===== src/rtl/display_pkg.sv =====
// Shared types and constants for the HEX0 display arbiter.
package display_pkg;

  // Arbiter phases: waiting for a request, driving the display, and the one-cycle
  // blank handover between owners.
  typedef enum logic [1:0] {
    IDLE = 2'd0,
    SHOW = 2'd1,
    GAP  = 2'd2
  } disp_state_t;

  // Segment order is g..a, active-low: a 0 bit lights the segment.
  localparam logic [6:0] SEG_BLANK = 7'h7F;

  // Hex glyphs 0-9, A, b, C, d, E, F.
  localparam logic [6:0] SEG_TABLE [16] = '{
    7'h40, 7'h79, 7'h24, 7'h30,
    7'h19, 7'h12, 7'h02, 7'h78,
    7'h00, 7'h10, 7'h08, 7'h03,
    7'h46, 7'h21, 7'h06, 7'h0E
  };

endpackage


===== src/rtl/hex_display_arbiter_hex7seg.sv =====
// Combinational 4-bit hex value to active-low 7-segment decoder.
module hex7seg (
  input  logic [3:0] value,
  output logic [6:0] seg
);
  import display_pkg::*;

  // Pure table lookup; the caller registers the result.
  always_comb begin
    seg = SEG_TABLE[value];
  end

endmodule


===== src/rtl/hex_display_arbiter.sv =====
// Round-robin owner selection for the single HEX0 display. The owner keeps the
// display for at most HOLD_CYCLES cycles while someone else waits, every handover
// passes through one blank GAP cycle, and all outputs come straight from flops.
// dbg_state mirrors the FSM state register for observation.
module hex_display_arbiter #(
  parameter int NREQ        = 4,
  parameter int HOLD_CYCLES = 50_000_000
) (
  input  logic              CLOCK_50,
  input  logic              Reset,
  input  logic [NREQ-1:0]   req,
  input  logic [4*NREQ-1:0] digit,
  output logic [NREQ-1:0]   grant,
  output logic              busy,
  output logic [6:0]        HEX0,
  output logic [1:0]        dbg_state
);
  import display_pkg::*;

  localparam int IW = (NREQ > 1) ? $clog2(NREQ) : 1;
  localparam int CW = (HOLD_CYCLES > 1) ? $clog2(HOLD_CYCLES) : 1;
  localparam logic [CW-1:0] HOLD_LAST  = CW'(HOLD_CYCLES - 1);
  localparam logic [IW-1:0] LAST_RESET = IW'(NREQ - 1);

  // Search starts one past the previous owner and wraps modulo NREQ (which need
  // not be a power of two). Doubling the request vector turns the wrap into a
  // plain right shift; the lowest set bit of the rotated vector wins, and the
  // rotation offset is added back to recover the real index.
  function automatic logic [IW-1:0] rr_pick(input logic [NREQ-1:0] r,
                                            input logic [IW-1:0]   last);
    logic [2*NREQ-1:0] dbl;
    logic [NREQ-1:0]   rot;
    int                start;
    int                idx;
    int                p;
    start = int'(last) + 1;
    if (start >= NREQ) start = 0;
    dbl = {r, r} >> start;
    rot = dbl[NREQ-1:0];
    idx = 0;
    for (int i = NREQ - 1; i >= 0; i--) begin
      if (rot[i]) idx = i;
    end
    p = start + idx;
    if (p >= NREQ) p = p - NREQ;
    return IW'(p);
  endfunction

  disp_state_t     state_q, state_d;
  logic [NREQ-1:0] grant_q, grant_d;
  logic [IW-1:0]   last_q, last_d;
  logic [CW-1:0]   hold_q, hold_d;
  logic [6:0]      hex_q, hex_d;
  logic            busy_q, busy_d;

  logic [IW-1:0]   pick;
  logic [3:0]      owner_digit;
  logic [6:0]      owner_seg;

  // Next owner candidate; only consumed in IDLE.
  always_comb begin
    pick = rr_pick(req, last_q);
  end

  // The current owner is always last_q while in SHOW; the digit stays live.
  always_comb begin
    owner_digit = 4'h0;
    for (int i = 0; i < NREQ; i++) begin
      if (last_q == IW'(i)) owner_digit = digit[4*i +: 4];
    end
  end

  hex7seg u_hex7seg (
    .value (owner_digit),
    .seg   (owner_seg)
  );

  // Next-state logic: HEX0 shows the owner's glyph only while SHOW continues,
  // so the first SHOW cycle and the GAP cycle are both blank.
  always_comb begin
    state_d = state_q;
    grant_d = grant_q;
    last_d  = last_q;
    hold_d  = hold_q;
    hex_d   = SEG_BLANK;
    case (state_q)
      IDLE: begin
        grant_d = '0;
        hold_d  = '0;
        if (req != '0) begin
          state_d = SHOW;
          last_d  = pick;
          grant_d = NREQ'(1) << pick;
        end
      end
      SHOW: begin
        hold_d = hold_q + CW'(1);
        hex_d  = owner_seg;
        if ((req & grant_q) == '0) begin
          // Owner let go; this also covers a drop coinciding with hold expiry.
          state_d = GAP;
          grant_d = '0;
          hold_d  = '0;
          hex_d   = SEG_BLANK;
        end else if (hold_q == HOLD_LAST) begin
          hold_d = '0;
          if ((req & ~grant_q) != '0) begin
            state_d = GAP;
            grant_d = '0;
            hex_d   = SEG_BLANK;
          end
        end
      end
      GAP: begin
        grant_d = '0;
        state_d = IDLE;
      end
      default: begin
        grant_d = '0;
        hold_d  = '0;
        state_d = IDLE;
      end
    endcase
  end

  // busy is registered from the next state so it lines up with grant.
  always_comb begin
    busy_d = (state_d == SHOW);
  end

  // State and output registers with synchronous reset.
  always_ff @(posedge CLOCK_50) begin
    if (Reset) begin
      state_q <= IDLE;
      grant_q <= '0;
      last_q  <= LAST_RESET;
      hold_q  <= '0;
      hex_q   <= SEG_BLANK;
      busy_q  <= 1'b0;
    end else begin
      state_q <= state_d;
      grant_q <= grant_d;
      last_q  <= last_d;
      hold_q  <= hold_d;
      hex_q   <= hex_d;
      busy_q  <= busy_d;
    end
  end

  assign grant     = grant_q;
  assign busy      = busy_q;
  assign HEX0      = hex_q;
  assign dbg_state = state_q;

endmodule


===== config.mk =====
export PLATFORM = sky130hd
export DESIGN_NAME = hex_display_arbiter
export DESIGN_NICKNAME = d
export VERILOG_FILES = /design/src/rtl/display_pkg.sv /design/src/rtl/hex_display_arbiter_hex7seg.sv /design/src/rtl/hex_display_arbiter.sv
export SDC_FILE = /design/constraint.sdc
export NUM_CORES = 1
export LEC_CHECK = 0
export BUFFER_PORTS_ARGS = -buffer_cell sky130_fd_sc_hd__buf_4
export CELL_PAD_IN_SITES_DETAIL_PLACEMENT = 2
export CELL_PAD_IN_SITES_GLOBAL_PLACEMENT = 2
export CORE_MARGIN = 10
export CORE_UTILIZATION = 34
export DETAILED_ROUTE_END_ITERATION = 12
export PLACE_DENSITY = 0.8
export SLEW_MARGIN = 10
export SYNTH_ARGS = -nofsm -noshare
export SYNTH_HDL_FRONTEND = slang
export SYNTH_SLANG_ARGS = --single-unit
export TNS_END_PERCENT = 100

===== constraint.sdc =====
create_clock -name CLOCK_50 -period 3.15 [get_ports CLOCK_50]
set_input_delay 0.1575 -clock CLOCK_50 [delete_from_list [all_inputs] [get_ports CLOCK_50]]
set_output_delay 0.1575 -clock CLOCK_50 [all_outputs]
set_load 0.1 [all_outputs]

==> flow_metrics.py, run 1 <==
metrics = {
    "logic_synthesis": {
        "synth_top_area_cell": "dfxtp_1",
        "syn_area_per_cell_um2": 8.07,
        "synthesis.nets": 350,
        "syn_area_mm2": 0.00255,
        "synth_seq_cells": 42,
        "synthTopCellsByArea": "dfxtp_1 (33%), ha_1 (5.9%), nor3_1 (5.7%)",
        "synth_top_flop_cell": "dfxtp_1",
        "yosysSeqAreaShare_pct": 33.0,
        "synth_most_common_cell": "dfxtp_1",
        "synth-async-reset-ratio_pct": 0,
        "synth_edf_count": 0,
        "yosysUniqueCellTypes": 53,
        "synth.top_cells.by_count": "dfxtp_1 (42), nand2_1 (31), nor3_1 (29)",
        "yosys_warnings": 0,
        "syn_inst": 316,
        "synth_top_area_share_pct": 33.0,
    },
    "power_and_ir_drop": {
        "comb_power_share_pct": 59.0,
        "p_per_area_mw_per_mm2": 852,
        "p_clk_share_pct": 16.2,
        "pwr-share-seq_pct": 24.8,
        "internal-power_w": 0.00129,
        "ir_drop_mv": 0.507,
        "switching_share_pct": 50.2,
        "p_leak_nw": 1.09,
        "power_switching_w": 0.00130,
    },
    "global_route": {
        "grt_overflow": 0,
        "grt_pass1_wl_um": 13700,
        "antenna_found_initial": 0,
        "grt_pass1_vias": 2673,
        "grt_start_max_net_pins": 30,
        "track_usage_pct": 14.3,
    },
    "cells_and_area": {
        "syn_to_final_growth_pct": 19.0,
        "drive_gt1_share_pct": 16.5,
        "antenna_cells": 0,
        "nets": 384,
        "fin_area_mm2": 0.00303,
    },
    "clock_network": {
        "hold_buffers": 0,
        "cts_max_level": 2,
        "clk_path_buf_depth": 2,
        "cts_sinks": 42,
        "cts_tree": "done",
        "clk_pin_slew_ns": 0.08,
        "clk-insertion-delay-late_ns": 0.31,
        "root_buffer": "clkbuf_8",
        "cts_buffers": 5,
    },
    "setup_path": {
        "cp_slowest_stage_delay_ns": 0.41,
        "end_kind": "flop",
        "worstPathRequired_ns": 3.35,
        "crit_arrival_ns": 3.13,
        "regToRegSetupSlack_ns": 0.23,
        "critPathTopFamily": "compound AO/OA/AOI/OAI gates",
        "worstSetupStartpointType": "flop",
        "reg2reg_depth": 13,
        "path_max_fanout": 8,
        "r2r-start": "last_q[0]$_SDFFE_PP1P_",
        "crit_top_cell": "a21oi_1",
        "cp_slowest_cell": "dfxtp_1",
        "worstSetupPathType": "reg -> reg",
        "path_buf_inv": 1,
        "crit_chain": "inv_1, ha_2, nand2_1, a21oi_1, nor2_1, a211oi_1, a21oi_1, ha_1, xor2_1, or3_1, o221ai_2, nor3_4, a32o_1",
        "reg2reg_to": "grant[0]$_SDFFE_PP0P_",
    },
    "die": {
        "core_mm2": 0.00725,
        "io_pins": 36,
        "die_h_um": 107,
        "initial_core_util_pct": 35.1,
        "die_w_um": 107,
        "dieArea_mm2": 0.0114,
        "num_rows": 31,
    },
    "drt": {
        "drt_wl_total_um": 8100,
        "num_vias": 2491,
        "detail_route.first_pass.iterations": 5,
        "drc": 0,
        "routedWlPerCell_um": 18.0,
        "vias_per_cell": 5.54,
        "drt_first_iter_violations": 49,
        "ant_nets": 0,
    },
    "hold_path": {
        "worstHoldEndpoint": "hold_q[1]$_SDFFE_PP0P_",
        "hp-start": "Reset",
        "hp-class": "in -> reg",
        "hold_depth": 2,
    },
    "sta": {
        "fin_crit_ns": 2.92,
        "finalMaxSlewViolations": 0,
        "fin_crit_sh_pct": 92.8,
        "rsz0062_at_grt": "false",
        "finalHoldViolCount": 0,
        "worstMarginPinSlew_ns": 0.934,
        "fmax_mhz": 342,
        "finalSetupTns_ns": 0,
        "maxSlewHeadroom_pct": 37.3,
        "fin_skew_ns": 0.00886,
        "setup-violations-final": 0,
    },
    "placement": {
        "placed_cell_area_mm2": 0.00290,
        "port_buffers": 35,
        "gp_congestion": 0.821,
        "hpwlAfterDp_um": 6130,
    },
    "status": {
        "status": "finished clean",
    },
    "flow_run": {
        "maxCapViolCount": 0,
    },
}
## how the worst max path moves through the flow
| stage | from | end | slack (ns) | depth (start not counted) |
|---|---|---|---|---|
| after floorplan | last_q[0]$_SDFFE_PP1P_ | last_q[1]$_SDFFE_PP1P_ | 0.33 | 14 |
| after global placement | last_q[0]$_SDFFE_PP1P_ | last_q[1]$_SDFFE_PP1P_ | 0.18 | 13 |
| after detailed placement | last_q[0]$_SDFFE_PP1P_ | last_q[1]$_SDFFE_PP1P_ | -0.03 | 13 |
| after CTS | last_q[0]$_SDFFE_PP1P_ | last_q[1]$_SDFFE_PP1P_ | 0.13 | 13 |
| after global routing | last_q[0]$_SDFFE_PP1P_ | grant[1]$_SDFFE_PP0P_ | 0.02 | 13 |
| final | last_q[0]$_SDFFE_PP1P_ | grant[0]$_SDFFE_PP0P_ | 0.23 | 13 |
## what timing repair did
| item | CTS | global route |
|---|---|---|
| gates resized for setup | 1 | 3 |
| setup buffers | 0 | 0 |
| endpoints found under the setup margin | 5 | 5 |
## layout make-up
| class | instances | area (µm²) |
|---|---|---|
| fillers | 859 | 4220 |
| repair buffers | 39 | 293 |
| multi-input cells | 250 | 1620 |
| clock buffers | 8 | 110 |
| flip-flops and latches | 42 | 841 |
| inverters | 12 | 45.0 |
| well taps | 99 | 124 |
## cells by family (layout without fill, tap and decap cells)
group | count (synthesis) | count (layout) | synth area share, %
simple gates | 153 | 153 | 30.8
compound gates | 62 | 62 | 17.9
flops | 42 | 42 | 33.0
buf+inv | 24 | 59 | 4.17
xor+xnor | 18 | 18 | 6.19
fa+ha+maj | 12 | 12 | 5.89
mux | 5 | 5 | 2.01
## sequential cells by signal (all words and copies together) (netlist names)
name / flops
HEX0: 7
busy: 1
dbg_state: 2
grant: 4
hold_q: 26
last_q: 2
## cells in the final DEF, fill, tap and decap left out, drive strengths merged, types with 12 or more instances in the layout
cell type,count
dfxtp,42
inv,12
nand2,31
nand3,23
xor2,15
buf,39
nor2,23
ha,12
a21oi,14
nor3,29
## power groups by stage
stage	Sequential, W	Clock [W]	Combinational (W)
6_report	0.000641	0.000418	0.00153
5_1_grt	0.000653	0.000453	0.00167
4_1_cts	0.000643	0.000426	0.00151
3_5_place_dp	0.000654	0	0.00149
3_3_place_gp	0.000651	0	0.00144
2_1_floorplan	0.000952	0	0.000818
## stage by stage
| step | cells | setup WS (ns) | hold WS (ns) | total power, W | util [%] |
|---|---|---|---|---|---|
| 3_5_place_dp | 442 | -0.0301 | 0.485 | 0.00215 | 40.0 |
| 4_1_cts | 450 | 0.127 | 0.243 | 0.00258 | 41.6 |
| 5_1_grt | 450 | 0.0223 | 0.251 | 0.00277 | 41.8 |
| 3_3_place_gp | 442 | 0.176 | 0.476 | 0.00209 | 40.0 |
| 2_1_floorplan | 316 | 0.334 | 0.421 | 0.00177 | - |
| 6_report | 450 | 0.226 | 0.238 | 0.00259 | 41.8 |
## layer usage
layer / track usage, % / vias up / wire [µm]
li1: - / 1228 / -
met1: 17.8 / 1231 / 3750
met2: 24.5 / 25 / 4030
met3: 2.93 / 7 / 229
met4: 3.77 / 0 / 92
met5: 0 / - / 0
Note: power is estimated with default switching activity, not from simulation.
==> inputs of run 2 (changes only) <==
ABC_AREA = 1   (was unset)
CORE_UTILIZATION = 31   (was 34)
==> run 2 against run 1 <==
Against the previous run:
- setup slack improved by 0.54 ns
- register-to-register slack improved by 0.54 ns
- combinational power is 17% lower
- clock power decreased by 18%
- utilization fell by 4.3 points
- synthesized area up 5.5%
- critical endpoint is now grant[3]$_SDFFE_PP0P_
- largest cell class unchanged
==> flow_metrics.py, run 2 <==
metrics = {
    "status": {
        "status": "finished clean",
    },
    "cells_and_area": {
        "syn_to_final_growth_pct": 16.4,
        "largest_reg_flops": 26,
        "antenna_cells": 0,
        "layout_common_cells": "nand2_1 (130), nor2_1 (59), inv_1 (48)",
        "fill_cells": 1050,
        "drive_gt1_share_pct": 13.0,
        "top_register": "hold_q",
        "final_common_cell": "nand2_1",
        "nets": 497,
    },
    "logic_synthesis": {
        "yosys_warnings": 0,
        "yosysUniqueCellTypes": 33,
        "synth_seq_cells": 42,
        "yosysSeqAreaShare_pct": 31.3,
        "syn_area_mm2": 0.00269,
        "synth.top_cells.by_count": "nand2_1 (130), nor2_1 (59), inv_1 (48)",
        "synth-async-reset-ratio_pct": 0,
        "synthTopCellsByArea": "dfxtp_1 (31%), nand2_1 (18%), nor2_1 (8.2%)",
        "synth_top_area_cell": "dfxtp_1",
        "synth_top_area_share_pct": 31.3,
        "synth_top_flop_cell": "dfxtp_1",
        "syn_area_per_cell_um2": 6.30,
        "synth_most_common_cell": "nand2_1",
        "syn_inst": 427,
        "synthesis.nets": 461,
        "synth_edf_count": 0,
    },
    "clock_network": {
        "root_buffer": "clkbuf_8",
        "hold_buffers": 0,
        "clk-insertion-delay-late_ns": 0.30,
        "cts_buffers": 5,
        "post-cts-setup-buffers": 0,
        "clk_path_buf_depth": 2,
        "post_cts_resized": 0,
        "cts_sinks": 42,
        "cts_tree": "done",
        "clk_pin_slew_ns": 0.09,
        "cts_max_level": 2,
    },
    "placement": {
        "hpwlAfterDp_um": 7620,
        "pre_cts_ws_ns": 0.732,
        "port_buffers": 35,
        "gp_congestion": 0.810,
    },
    "power_and_ir_drop": {
        "switching_share_pct": 51.6,
        "internal-power_w": 0.00109,
        "p_leak_nw": 1.33,
        "p_clk_share_pct": 15.4,
        "ir_drop_mv": 0.255,
        "power_switching_w": 0.00116,
        "pwr-share-seq_pct": 27.9,
        "comb_power_share_pct": 56.8,
        "p_per_area_mw_per_mm2": 717,
        "totalPowerFinal_w": 0.00224,
    },
    "setup_path": {
        "cp_slowest_stage_delay_ns": 0.40,
        "crit_chain": "ha_1, inv_2, nand2_2, nand2_1, nand3_1, nand2_1, a31oi_1, nor2_1, ha_1, xor2_1, inv_1, nand3_1, nand2_1, nand2_1, nand2_1",
        "startpoint": "last_q[0]$_SDFFE_PP1P_",
        "crit_arrival_ns": 2.58,
        "cp_slowest_cell": "dfxtp_1",
        "r2r-start": "last_q[0]$_SDFFE_PP1P_",
        "worstPathRequired_ns": 3.35,
        "end_kind": "flop",
        "worstSetupPathType": "reg -> reg",
        "worstSetupStartpointType": "flop",
        "crit_top_cell": "nand2_1",
        "reg2reg_depth": 15,
        "path_max_fanout": 7,
    },
    "die": {
        "dieArea_mm2": 0.0128,
        "core_mm2": 0.00834,
        "die_h_um": 113,
        "num_rows": 33,
        "initial_core_util_pct": 32.2,
        "io_pins": 36,
        "die_w_um": 113,
    },
    "sta": {
        "postLayoutSetupSlackWorst_ns": 0.768,
        "finalSetupTns_ns": 0,
        "rsz0062_at_grt": "false",
        "setup-violations-final": 0,
        "fin_skew_ns": 0.00845,
        "fmax_mhz": 420,
        "finalMaxSlewViolations": 0,
        "finalHoldViolCount": 0,
        "fin_crit_ns": 2.38,
        "fin_crit_sh_pct": 75.6,
        "maxSlewHeadroom_pct": 66.8,
        "worstMarginPinSlew_ns": 0.498,
    },
    "drt": {
        "num_vias": 2898,
        "vias_per_cell": 5.10,
        "drt_first_iter_violations": 119,
        "detail_route.first_pass.iterations": 4,
        "drt_wl_total_um": 9490,
        "ant_nets": 0,
        "drc": 0,
        "routedWlPerCell_um": 16.7,
    },
    "hold_path": {
        "hp-class": "in -> reg",
        "hp-start": "Reset",
        "hold_depth": 2,
    },
    "global_route": {
        "grt_pass1_wl_um": 15900,
        "grt_pass1_vias": 3162,
        "antenna_found_initial": 0,
        "grt_overflow": 0,
        "grt_start_max_net_pins": 18,
        "track_usage_pct": 14.7,
    },
    "flow_run": {
        "maxCapViolCount": 0,
    },
}
run 2: cell types whose count changed after synthesis, sizes merged, moves of 9 or more:
cell,change
nand3,+16
nand2,+107
nor2,+43
nor3,-16
inv,+37
xor2,-9
run 2: final timing paths:
path,endpoint,slack [ns]
worst max-delay path,grant[3]$_SDFFE_PP0P_,0.77
worst min-delay path,hold_q[1]$_SDFFE_PP0P_,0.12
worst max register to register,grant[3]$_SDFFE_PP0P_,0.77
worst min register to register,hold_q[1]$_SDFFE_PP0P_,0.51
run 2: per-layer routing:
layer	part of all wire [%]	up-vias	wire length [µm]	global-route usage, %
li1	-	1438	-	-
met1	47	1422	4430	18.6
met2	49	31	4690	25.7
met3	3.4	7	323	2.75
met4	0.56	0	53	2.20
met5	0	-	0	0
run 2: cell type report:
type                    instances  area (µm²)  share of cell area [%]
repair buffers                 36         270                    8.64
inverters                      49         184                    5.88
flip-flops and latches         42         841                    26.9
well taps                     105         131                    4.20
clock buffers                   7        76.3                    2.44
multi-input cells             329        1630                    52.0
run 2: power groups by stage:
| stage | combinational (W) | sequential (W) | clock [W] |
|---|---|---|---|
| 2_1_floorplan | 0.000742 | 0.000858 | 0 |
| 3_3_place_gp | 0.00124 | 0.000633 | 0 |
| 3_5_place_dp | 0.00129 | 0.000639 | 0 |
| 5_1_grt | 0.00145 | 0.000630 | 0.000376 |
| 4_1_cts | 0.00130 | 0.000626 | 0.000348 |
| 6_report | 0.00127 | 0.000625 | 0.000344 |
run 2: kinds of logic (layout without fill, tap and decap cells):
kind of cell	count (synthesis)	in the layout	share of synthesized area, %
AND/OR/NAND/NOR	272	272	44.5
buffers and inverters	56	92	8.24
adder cells (fa/ha/maj)	12	12	5.58
flip-flops	42	42	31.3
AO/OA/AOI/OAI	38	38	8.14
XOR/XNOR	7	7	2.28
run 2: metrics by stage:
stage	utilization (%)	area, µm²	hold WS [ns]	instances
final	37.5	3130	0.122	568
after global routing	37.5	3130	0.130	568
after CTS	37.5	3130	0.131	568
after detailed placement	36.6	3050	0.437	561
after global placement	36.6	3050	0.432	561
after floorplan	-	2690	0.371	427
run 2: critical path: cells and delay by family (launching register included):
family | cells | cell delay, ns
compound gates | 1 | 0.14
xor+xnor | 1 | 0.18
fa+ha+maj | 2 | 0.57
buf+inv | 2 | 0.19
flops | 1 | 0.40
simple gates | 9 | 0.81
==> inputs of run 3 (changes only) <==
clock period = 2.2 ns   (was 3.15 ns; I/O delays follow)
==> run 3 against run 2 <==
Against the previous run:
- the run now ends with setup timing left
- count of clock-buffer cells in the layout down 1
- sequential share of layout area shrank 1.9 points
- combinational power rose by 89%
- register-to-register slack worse by 0.79 ns
- global-route usage rose by 0.48 points
- design area rose by 8.1%
- flip-flop and latch count is the same
- largest cell class unchanged
==> flow_metrics.py, run 3 (synthesized netlist as in run 2, its figures left out) <==
metrics = {
    "setup_path": {
        "endpoint": "grant[0]$_SDFFE_PP0P_",
        "worstSetupPathType": "reg -> reg",
        "r2r-start": "last_q[0]$_SDFFE_PP1P_",
        "reg2reg_to": "grant[0]$_SDFFE_PP0P_",
        "cp.depth": 12,
        "startpoint": "last_q[0]$_SDFFE_PP1P_",
        "reg2reg_depth": 12,
        "worstSetupStartpointType": "flop",
        "regToRegSetupSlack_ns": -0.02,
        "path_max_fanout": 5,
        "cp_slowest_stage_delay_ns": 0.39,
        "worstPathRequired_ns": 2.40,
        "crit_arrival_ns": 2.42,
        "crit_chain": "clkinvlp_4, ha_4, buf_6, nand3_2, nand2_2, a31oi_1, nor2_1, ha_2, xor2_2, nand2_1, nand3_2, nand2_1",
        "cp_slowest_cell": "dfxtp_4",
        "path_buf_inv": 2,
        "end_kind": "flop",
        "critPathTopFamily": "simple AND/OR/NAND/NOR gates",
    },
    "hold_path": {
        "hp-class": "in -> reg",
        "hp-start": "Reset",
    },
    "clock_network": {
        "hold_buffers": 0,
        "cts_buffers": 5,
        "clk_pin_slew_ns": 0.10,
        "cts_tree": "done",
        "clk_path_buf_depth": 2,
        "cts_sinks": 42,
        "clk-insertion-delay-late_ns": 0.32,
        "root_buffer": "clkbuf_8",
        "cts_max_level": 2,
    },
    "power_and_ir_drop": {
        "ir_drop_mv": 0.412,
        "p_leak_nw": 1.40,
        "totalPowerFinal_w": 0.00396,
        "p_per_area_mw_per_mm2": 1170,
    },
    "sta": {
        "fin_skew_ns": 0.0129,
        "rsz0062_at_grt": "true",
        "fin_crit_ns": 2.22,
        "fmax_mhz": 450,
        "setup-violations-final": 4,
        "maxSlewHeadroom_pct": 64.5,
        "fin_crit_sh_pct": 101,
        "worstMarginPinSlew_ns": 0.532,
        "finalHoldViolCount": 0,
        "finalSetupTns_ns": -0.0601,
        "postLayoutSetupSlackWorst_ns": -0.0225,
        "finalMaxSlewViolations": 0,
    },
    "drt": {
        "vias_per_cell": 5.03,
        "num_vias": 2922,
        "routedWlPerCell_um": 17.5,
        "drt_first_iter_violations": 80,
        "wl_met1_um": 4780,
        "route.met2.wl_um": 4930,
        "wl_met3_um": 323,
        "drc": 0,
        "top_layer": "met4",
        "drt_wl_total_um": 10200,
        "ant_nets": 0,
        "detail_route.first_pass.iterations": 4,
    },
    "global_route": {
        "grt_pass1_wl_um": 16300,
        "grt_start_max_net_pins": 18,
        "grt_pass1_vias": 3239,
        "antenna_found_initial": 0,
        "grt_overflow": 0,
        "track_usage_pct": 15.2,
    },
    "placement": {
        "placed_cell_area_mm2": 0.00311,
        "hpwlAfterDp_um": 7440,
        "gp_congestion": 0.809,
        "port_buffers": 35,
    },
    "cells_and_area": {
        "largest_reg_flops": 26,
        "fin_area_mm2": 0.00338,
        "nets": 509,
        "regArea_um2": 846,
        "fill_cells": 1021,
        "antenna_cells": 0,
        "top_register": "hold_q",
        "syn_to_final_growth_pct": 25.8,
        "drive_gt1_share_pct": 21.6,
        "final_common_cell": "nand2_1",
        "layout_common_cells": "nand2_1 (121), nor2_1 (58), buf_4 (47)",
        "multi_input_comb_area_mm2": 0.00174,
    },
    "die": {
        "io_pins": 36,
        "die_w_um": 113,
        "core_mm2": 0.00834,
        "initial_core_util_pct": 32.2,
        "num_rows": 33,
        "die_h_um": 113,
        "dieArea_mm2": 0.0128,
    },
    "flow_run": {
        "maxCapViolCount": 0,
    },
    "status": {
        "violations": "setup timing",
        "status": "complete, but fails checks",
    },
}
-- run 3: cell types whose count changed in the layout (fill, tap and decap cells not counted), sizes merged --
cell | before | now
clkbuf | 7 | 6
bufinv | 0 | 1
buf | 36 | 48
inv | 49 | 48
clkinvlp | 0 | 2
-- run 3: timing repair --
action                                 CTS  global route
resized for setup                        9            29
buffers inserted                         2             3
setup endpoints to repair                5            12
endpoints found under the hold margin    0             0
pin swaps                                1             8
-- run 3: metrics by stage --
stage	hold WS [ns]	util, %	std cells	setup WS [ns]
4_1_cts	0.0514	39.2	578	0.0165
3_3_place_gp	0.384	37.2	568	0.0117
6_report	0.0720	40.5	581	-0.0225
2_1_floorplan	0.323	-	427	0.104
5_1_grt	0.0636	40.5	581	-0.167
3_5_place_dp	0.392	37.2	568	-0.185
-- run 3: layout make-up --
cell class / count / share of cell area, %
clock buffers: 6 / 2.15
clock inverters: 2 / 1.11
repair buffers: 48 / 10.8
well taps: 105 / 3.88
inverters: 49 / 5.62
multi-input cells: 329 / 51.5
flip-flops and latches: 42 / 25.0
-- run 3: worst min path at each step --
stage	end	slack [ns]	cells past startpoint
floorplan	hold_q[21]$_SDFFE_PP0P_	0.32	3
global placement	hold_q[1]$_SDFFE_PP0P_	0.38	2
detailed placement	hold_q[1]$_SDFFE_PP0P_	0.39	2
CTS	hold_q[16]$_SDFFE_PP0P_	0.05	2
global route	hold_q[16]$_SDFFE_PP0P_	0.06	2
finish	hold_q[16]$_SDFFE_PP0P_	0.07	2
-- run 3: where the power goes --
group          total, W  internal (W)  leakage, nW  switching (W)
Combinational   0.00240      0.000793         1.01        0.00161
Clock          0.000652      0.000339       0.0514       0.000313
Sequential     0.000908      0.000835        0.340      0.0000731
-- run 3: metal layers --
| layer | track usage, % | up-vias |
|---|---|---|
| met5 | 0 | - |
| met4 | 4.15 | 0 |
| met3 | 3.17 | 11 |
| met2 | 25.7 | 35 |
| met1 | 19.0 | 1414 |
| li1 | - | 1462 |
